<file path="src/rtl/cnn_pkg.sv">
// Shared CNN datapath types and constants.
// Used by the layer-2 window loader slice.
package cnn_pkg;
  localparam int BYTE_W    = 8;
  localparam int OFM_DEPTH = 172;
  localparam int WIN_LINES = 2;

  typedef logic [BYTE_W-1:0] pixel_t;
endpackage

</file>
<file path="src/rtl/layer2_window_loader_if.sv">
// OFM memory read port between the window loader
// and the layer-1 output feature map memory.
interface layer2_window_loader_if
  import cnn_pkg::*;
#(
  parameter int KERNEL_COUNT = 4,
  parameter int ADDR_W       = 8
);
  logic                             mem_rd_en;
  logic [ADDR_W-1:0]                mem_rd_addr;
  pixel_t [0:KERNEL_COUNT-1][0:1]   mem_rd_data;

  modport master (
    output mem_rd_en,
    output mem_rd_addr,
    input  mem_rd_data
  );

  modport slave (
    input  mem_rd_en,
    input  mem_rd_addr,
    output mem_rd_data
  );
endinterface

</file>
<file path="src/rtl/window_pos_counter.sv">
// 2-D row/column wrap counter for window positions.
// last flags the final position of the feature map.
module window_pos_counter #(
  parameter int ROWS  = 12,
  parameter int COLS  = 13,
  parameter int ROW_W = $clog2(ROWS),
  parameter int COL_W = $clog2(COLS)
) (
  input  logic             clk,
  input  logic             rst,
  input  logic             clr,
  input  logic             en,
  output logic [ROW_W-1:0] row,
  output logic [COL_W-1:0] col,
  output logic             last
);
  logic row_end;
  logic col_end;

  assign col_end = (col == COL_W'(COLS - 1));
  assign row_end = (row == ROW_W'(ROWS - 1));
  assign last    = row_end && col_end;

  always_ff @(posedge clk or posedge rst) begin
    if (rst) begin
      row <= '0;
      col <= '0;
    end else if (clr) begin
      row <= '0;
      col <= '0;
    end else if (en) begin
      if (col_end) begin
        col <= '0;
        row <= row_end ? '0 : row + 1'b1;
      end else begin
        col <= col + 1'b1;
      end
    end
  end
endmodule

</file>
<file path="src/rtl/layer2_window_loader.sv">
// Walks the layer-1 OFM and assembles one 2x2 window
// per kernel channel for cnn_layer2.
module layer2_window_loader
  import cnn_pkg::*;
#(
  parameter int KERNEL_COUNT = 4,
  parameter int ROW_STRIDE   = 13,
  parameter int POS_COLS     = 13,
  parameter int POS_ROWS     = 12,
  parameter int ADDR_W       = $clog2(OFM_DEPTH)
) (
  input  logic                           clk,
  input  logic                           rst,
  input  logic                           start,
  input  logic                           line_en,
  input  logic                           pos_en,
  layer2_window_loader_if.master         mem,
  output pixel_t [0:KERNEL_COUNT-1][0:3] window_out,
  output logic                           window_ld_done,
  output logic                           cout_addr_generator
);
  localparam int ROW_W = $clog2(POS_ROWS);
  localparam int COL_W = $clog2(POS_COLS);

  logic [ROW_W-1:0]  pos_row;
  logic [COL_W-1:0]  pos_col;
  logic              pos_last;
  logic [1:0]        line;
  logic              cap_pending;
  logic              cap_line;
  logic              issue;
  logic [ADDR_W-1:0] row_sum;

  window_pos_counter #(
    .ROWS (POS_ROWS),
    .COLS (POS_COLS)
  ) u_pos (
    .clk  (clk),
    .rst  (rst),
    .clr  (start),
    .en   (pos_en),
    .row  (pos_row),
    .col  (pos_col),
    .last (pos_last)
  );

  // start and pos_en both pre-empt a line fetch
  assign issue = line_en && !pos_en && !start
              && (line != 2'(WIN_LINES));

  assign row_sum = ADDR_W'(pos_row) + ADDR_W'(line);

  assign mem.mem_rd_en   = issue;
  assign mem.mem_rd_addr = row_sum * ADDR_W'(ROW_STRIDE)
                         + ADDR_W'(pos_col);

  assign cout_addr_generator = pos_last;

  always_ff @(posedge clk or posedge rst) begin
    if (rst) begin
      line           <= '0;
      cap_pending    <= 1'b0;
      cap_line       <= 1'b0;
      window_out     <= '0;
      window_ld_done <= 1'b0;
    end else if (start) begin
      line           <= '0;
      cap_pending    <= 1'b0;
      cap_line       <= 1'b0;
      window_out     <= '0;
      window_ld_done <= 1'b0;
    end else begin
      window_ld_done <= cap_pending && cap_line;
      if (cap_pending) begin
        for (int k = 0; k < KERNEL_COUNT; k++) begin
          if (cap_line) begin
            window_out[k][2] <= mem.mem_rd_data[k][0];
            window_out[k][3] <= mem.mem_rd_data[k][1];
          end else begin
            window_out[k][0] <= mem.mem_rd_data[k][0];
            window_out[k][1] <= mem.mem_rd_data[k][1];
          end
        end
      end
      cap_pending <= issue;
      if (issue) begin
        cap_line <= line[0];
      end
      if (pos_en) begin
        line <= '0;
      end else if (issue) begin
        line <= line + 2'd1;
      end
    end
  end
endmodule
</file>
<file path="src/flat_wrapper.sv">
// flat-port wrapper written by rule: the top's interface ports become plain ports
module layer2_window_loader_flat import cnn_pkg::*;
#(
  parameter int KERNEL_COUNT = 4,
  parameter int ROW_STRIDE   = 13,
  parameter int POS_COLS     = 13,
  parameter int POS_ROWS     = 12,
  parameter int ADDR_W       = $clog2(OFM_DEPTH)
)
  (clk, rst, start, line_en, pos_en, window_out, window_ld_done, cout_addr_generator, mem_mem_rd_en, mem_mem_rd_addr, mem_mem_rd_data);
  layer2_window_loader_if #(.KERNEL_COUNT(KERNEL_COUNT), .ADDR_W(ADDR_W)) mem_i ();
  input  logic clk;
  input  logic rst;
  input  logic start;
  input  logic line_en;
  input  logic pos_en;
  output pixel_t [0:KERNEL_COUNT-1][0:3] window_out;
  output logic window_ld_done;
  output logic cout_addr_generator;
  output wire logic [$bits(mem_i.mem_rd_en)-1:0] mem_mem_rd_en;
  output wire logic [$bits(mem_i.mem_rd_addr)-1:0] mem_mem_rd_addr;
  input wire logic [$bits(mem_i.mem_rd_data)-1:0] mem_mem_rd_data;
  assign mem_mem_rd_en = mem_i.mem_rd_en;
  assign mem_mem_rd_addr = mem_i.mem_rd_addr;
  assign mem_i.mem_rd_data = mem_mem_rd_data;
  layer2_window_loader #(.KERNEL_COUNT(KERNEL_COUNT), .ROW_STRIDE(ROW_STRIDE), .POS_COLS(POS_COLS), .POS_ROWS(POS_ROWS), .ADDR_W(ADDR_W)) u_core (.clk(clk), .rst(rst), .start(start), .line_en(line_en), .pos_en(pos_en), .mem(mem_i), .window_out(window_out), .window_ld_done(window_ld_done), .cout_addr_generator(cout_addr_generator));
endmodule
</file>
<file path="config.mk">
export PLATFORM = sky130hd
export DESIGN_NAME = layer2_window_loader_flat
export DESIGN_NICKNAME = d
export VERILOG_FILES = /design/src/rtl/cnn_pkg.sv /design/src/rtl/layer2_window_loader_if.sv /design/src/rtl/window_pos_counter.sv /design/src/rtl/layer2_window_loader.sv /design/src/flat_wrapper.sv
export SDC_FILE = /design/constraint.sdc
export NUM_CORES = 1
export LEC_CHECK = 0
export BUFFER_PORTS_ARGS = -buffer_cell sky130_fd_sc_hd__buf_2
export CAP_MARGIN = 20
export CORE_MARGIN = 1.5
export CORE_UTILIZATION = 47
export CTS_CLUSTER_DIAMETER = 200
export DETAILED_ROUTE_END_ITERATION = 12
export PLACE_DENSITY_LB_ADDON = 0.08
export SETUP_SLACK_MARGIN = 0.5
export SYNTH_ARGS = -nofsm -noshare
export SYNTH_HDL_FRONTEND = slang
export SYNTH_HIERARCHICAL = 1
export SYNTH_SLANG_ARGS = --single-unit
</file>
<file path="constraint.sdc">
create_clock -name clk -period 4.65 [get_ports clk]
set_input_delay 0.2325 -clock clk [delete_from_list [all_inputs] [get_ports clk]]
set_output_delay 0.2325 -clock clk [all_outputs]
set_load 0.01 [all_outputs]
</file>
Word level (Yosys, flattened, before mapping):

Index checks and enable logic that the tools add are counted.

* bits in registers: 141
* input port bits: 69

* $mul: 1
* $add $sub $neg: 5
* multiplexer cells: 24
* reductions and logical operators: 16
* equality and inequality tests: 4

Operators by type and width (count)
* 128-bit two-way mux: 2
* 16-bit two-way mux: 8
* 4-bit two-way mux: 7
* 2-bit nonzero test: 5
* 4-bit by 1-bit adder with 4-bit output (second input constant): 2
* 8-bit by 4-bit adder with 8-bit output: 1
* 4-bit == test (second input constant): 2
* 8-bit by 4-bit multiplier with 8-bit output (second input constant): 1
* 2-bit two-way mux: 3
* 2-bit AND reduction: 3
* 4-bit by 2-bit adder with 5-bit output: 1
* 1-bit logical AND: 5
* 1-bit two-way mux: 4
* 2-bit != test (second input constant): 2
* 3-bit nonzero test: 1
* 2-bit by 1-bit adder with 2-bit output (second input constant): 1
* 1-bit zero test: 2

Logic depth before layout (Yosys ltp):

* depth in word-level cells: 7
* mapped depth: 12
* mapped depth without buffers: 12

Modules after synthesis:

Netlist, hierarchy kept.

By module, submodules not included
* layer2_window_loader: area an instance 5268.8 um2, instances 1, cells an instance 362
* window_pos_counter: area an instance 452.9 um2, instances 1, cells an instance 49

Worst setup path before layout:

OpenSTA, ideal clock, no wires.

* kind: register -> output
* start: reg u_core.u_pos.row[0]
* end: out mem_mem_rd_addr[7]
* cell stages (with the launch flop): 12
* setup slack: 1.201 ns
* arrival time: 3.216 ns
* cell sequence: dfrtp_1 -> ha_1 -> fa_1 -> xor2_1 -> ha_1 -> fa_1 -> ha_1 -> ha_1 -> o21ai_0 -> o21bai_1 -> a21oi_1 -> xnor2_1

* word-level cells in the longest chain between the ends: 3

RTL lines
* from (decl): RTL line window_pos_counter.sv:13 `output logic [ROW_W-1:0] row,`
* from (signal assigned): RTL line window_pos_counter.sv:34 `row <= row_end ? '0 : row + 1'b1;`
* 4-bit by 2-bit adder with 5-bit output: RTL line layer2_window_loader.sv:51 `assign row_sum = ADDR_W'(pos_row) + ADDR_W'(line);`
* 8-bit by 4-bit multiplier with 8-bit output: RTL line layer2_window_loader.sv:54 `assign mem.mem_rd_addr = row_sum * ADDR_W'(ROW_STRIDE)`
* 8-bit by 4-bit adder with 8-bit output: RTL line layer2_window_loader.sv:55 `+ ADDR_W'(pos_col);`
* to (decl): RTL line flat_wrapper.sv:21 `output wire logic [$bits(mem_i.mem_rd_addr)-1:0] mem_mem_rd_addr;`

No other way between the ends.

Worst setup path after layout:

Ends and elaborated chain as after synthesis.

==> metrics.md <==
| Metric | Value |
|---|---|
| Dpl hpwl | approximately 9.3 mm |
| CP endpoint kind | primary output |
| Synth cell types | 39 |
| Pre-CTS setup slack | 0.896 ns |
| Drt pass-1 iters | 4 |
| Post-Syn Instances | 411 |
| Initial antenna violation count | 0 |
| Register area | about 0.0035 sq mm |
| Row count | 40 |
| Via density | ~5.6 |
| Complex-gate fraction of the synthesized area | approximately 22% |
| DP Area | 0.00686 sq mm |
| Final setup fails | 0 |
| RePlAce Congestion | 0.753 |
| Number of top-level pins | 208 |
| Gr ovfl total | 0 |
| DR iter-0 viols | roughly 270 |
| Critical path peak fanout | 5 |
| Setup TNS | 0 ns |
| Multi-input logic area | 0.00209 sq mm |
| Post-synth ARST share | 100% |
| Post-Synth XOR/XNOR Area | ~1.8% |
| WHS | 0.0390 ns |
| Most common cell after layout, fill and taps aside | buf_2 |
| Area growth syn-to-layout | 31.4% |
| WP data required | 4.42 ns |
| Cell Pwr Density | 362 mW/mm^2 |
| Largest family of logic cells by synthesized area | compound AO/OA/AOI/OAI gates |
| Number of synthesized flops with an enable pin | 0 |
| Clk buf depth | 2 |
| RSZ-0062 raised after global routing | false |
| Synth Flop Type | dfrtp_1 |
| Worst setup SP type | flip-flop |
| All-Layer GR Usage | 23.2% |
| Seq/Total Area, Yosys | 61.7% |
| R2R depth | 4 |
| Syn_area_per_cell | 13.9 sq um |
| Full die area | 0.0128 sq mm |
| Leakage | 4.23 nW |
| Slew Limit Fails | 0 |
| Final cycle utilization of the critical path | a little under nine tenths |
| Synth Area in Adders | under 10% |
| CTS tree | yes |
| Vias | ~4.3k |
| Max Freq | 0.251 GHz |
| Die height | 113 um |
| Worst slew pin tran | between 0.9 and 1 ns |
| # DRC | 0 |
| Antenna viol nets, final | 0 |
| Reg clk slew, reported paths | around 0.060 ns |
| CTS buffer count | 17 |
| Ratio of cells with drive above 1 in the final layout | 41.5% |
| Critical Path AT | 3.75 ns |
| Worst min-delay path class | in2reg |
| Initial Util | 47.8% |
| Sink Count | 141 |
| Clock skew | 0.00806 ns |
| Clock latency on the worst-skew pair | 0.42 ns |
| Largest net degree at the start of global routing | 74 |
| Hold path start | mem_mem_rd_data[51] |
| Final hold viol count | 0 |
| Peak supply drop | 0.000180 V |
| Overall power | 2.72 mW |
| DR WL/cell | 18.7 um |
| Vias in the first global route | ~4.5k |
| Max_cap viols | 0 |
| First-pass GRT wire length | 23.1 mm |
| FF+latch count, synth | 141 |
| Fill count | 984 |
| WS Path Type | reg2out |
| Die width | 113 um |
| Simple-gate share of the synthesized area | 3.87% |
| IO Port Bufs | 207 |
| Capture point of the worst reg-to-reg path | u_core/window_out[55] |
| R2r setup slk | around 2.5 ns |
| Hold depth | 2 |
| Yosys warns | 6 |
| Root buffer cell | clkbuf_16 |
| Tmin final | 3.98 ns |
| Most frequent cells in the layout | buf_2, dfrtp_1, a22o_1 |
| Mapped cell area | 0.00572 sq mm |
| Post-synthesis mux area share | less than 1% |
| Post-synthesis net count | 509 |
| CTS H-Tree Depth | 4 |
| Total core area | 0.0120 sq mm |
| Relative slew slack | 36.4% |
| N_diodes | 0 |
| Reg2reg start | u_core/cap_line |
| Outcome | complete, no violations |
| Total Routed Length | between 10 and 15 mm |
| Post-Layout Cell Count | 776 |
| Layout net count | approximately 710 |
| Final worst slack | around 0.67 ns |
| Final core occ | 62.8% |
| Finished Cell Area | 0.00752 sq mm |
| Placed cells | ~740 |
| Hold path endpoint | u_core/window_out[115] |
## flip-flops by register name, summed over array words and instances (netlist names)
| register | flops |
|---|---|
| u_core/cap_line | 1 |
| u_core/cap_pending | 1 |
| u_core/line | 2 |
| u_core/u_pos/col | 4 |
| u_core/u_pos/row | 4 |
| u_core/window_ld_done | 1 |
| u_core/window_out | 128 |
## layer usage
layer	vias to the layer above	GRT usage (%)	share of wire [%]	wire [um]
met5	-	0	0	0
met4	0	9.58	1.7	240
met3	20	6.96	6.4	934
met2	168	36.2	47	6820
met1	2172	30.5	45	6530
li1	1964	-	-	-
## synth_stat cells, types with 2 or more instances
cell type	number	area [sq um]
a21oi_1	13	65.1
a21oi_2	2	17.5
a22o_1	128	1120
buf_1	2	7.51
buf_2	21	105
clkbuf_1	4	15.0
dfrtp_1	141	3530
fa_1	4	80.1
ha_1	25	313
inv_1	9	33.8
mux2i_1	3	30.0
nand2_1	8	30.0
nand3_1	2	10.0
nor2_1	8	30.0
nor2b_1	4	25.0
nor3_1	2	10.0
o21ai_0	2	10.0
or4_1	2	15.0
xnor2_1	9	78.8
xor2_1	3	26.3
## worst max path at each step
stage / start / to / slack [ns] / cells past startpoint
4_1_cts: u_core/u_pos/row[0] / mem_mem_rd_addr[7] / 0.52 / 12
6_report: u_core/u_pos/row[0] / mem_mem_rd_addr[7] / 0.67 / 12
3_3_place_gp: u_core/u_pos/row[0] / mem_mem_rd_addr[7] / 1.00 / 12
2_1_floorplan: rst / u_core/cap_line / 0.86 / 1
3_5_place_dp: u_core/u_pos/row[0] / mem_mem_rd_addr[7] / 0.90 / 12
5_1_grt: u_core/u_pos/row[0] / mem_mem_rd_addr[7] / 0.53 / 12
## where the power goes
part	total, mW	leakage, nW	switching, mW	internal, mW
clock	1.27	0.276	0.519	0.748
sequential	1.26	1.95	0.0158	1.25
combinational	0.186	2.00	0.116	0.0701
## layout make-up
cell class	count	share of cell area, %
sequential	141	46.9
multi-input combinational	232	27.8
timing repair buffer	215	14.9
clock buffer	18	5.84
tap	147	2.45
clock inverter	14	1.58
inverter	9	0.483
## cells by family after synthesis
kind of cell             after synthesis
AO/OA/AOI/OAI                        152
flip-flops                           141
buffers and inverters                 38
AND/OR/NAND/NOR                       36
adder cells (fa/ha/maj)               29
XOR/XNOR                              12
multiplexers                           3
## worst max-delay path, stage by stage (launching register included)
cell and delay [ns]:
dfrtp_1 0.42, ha_1 0.24, fa_2 0.38, xor2_2 0.17, ha_1 0.31, fa_1 0.48
ha_1 0.35, ha_4 0.27, o21ai_0 0.19, o21bai_1 0.11, a21oi_2 0.14, xnor2_1 0.12
buf_2 0.14
## timing repair
item	in CTS	in global routing
setup endpoints to repair	1	2
gates resized for setup	3	5
setup buffers	0	1
pin swaps	0	1
hold buffers	1	0
hold endpoints to repair	8	0
Note: power is estimated with default switching activity, not from simulation.
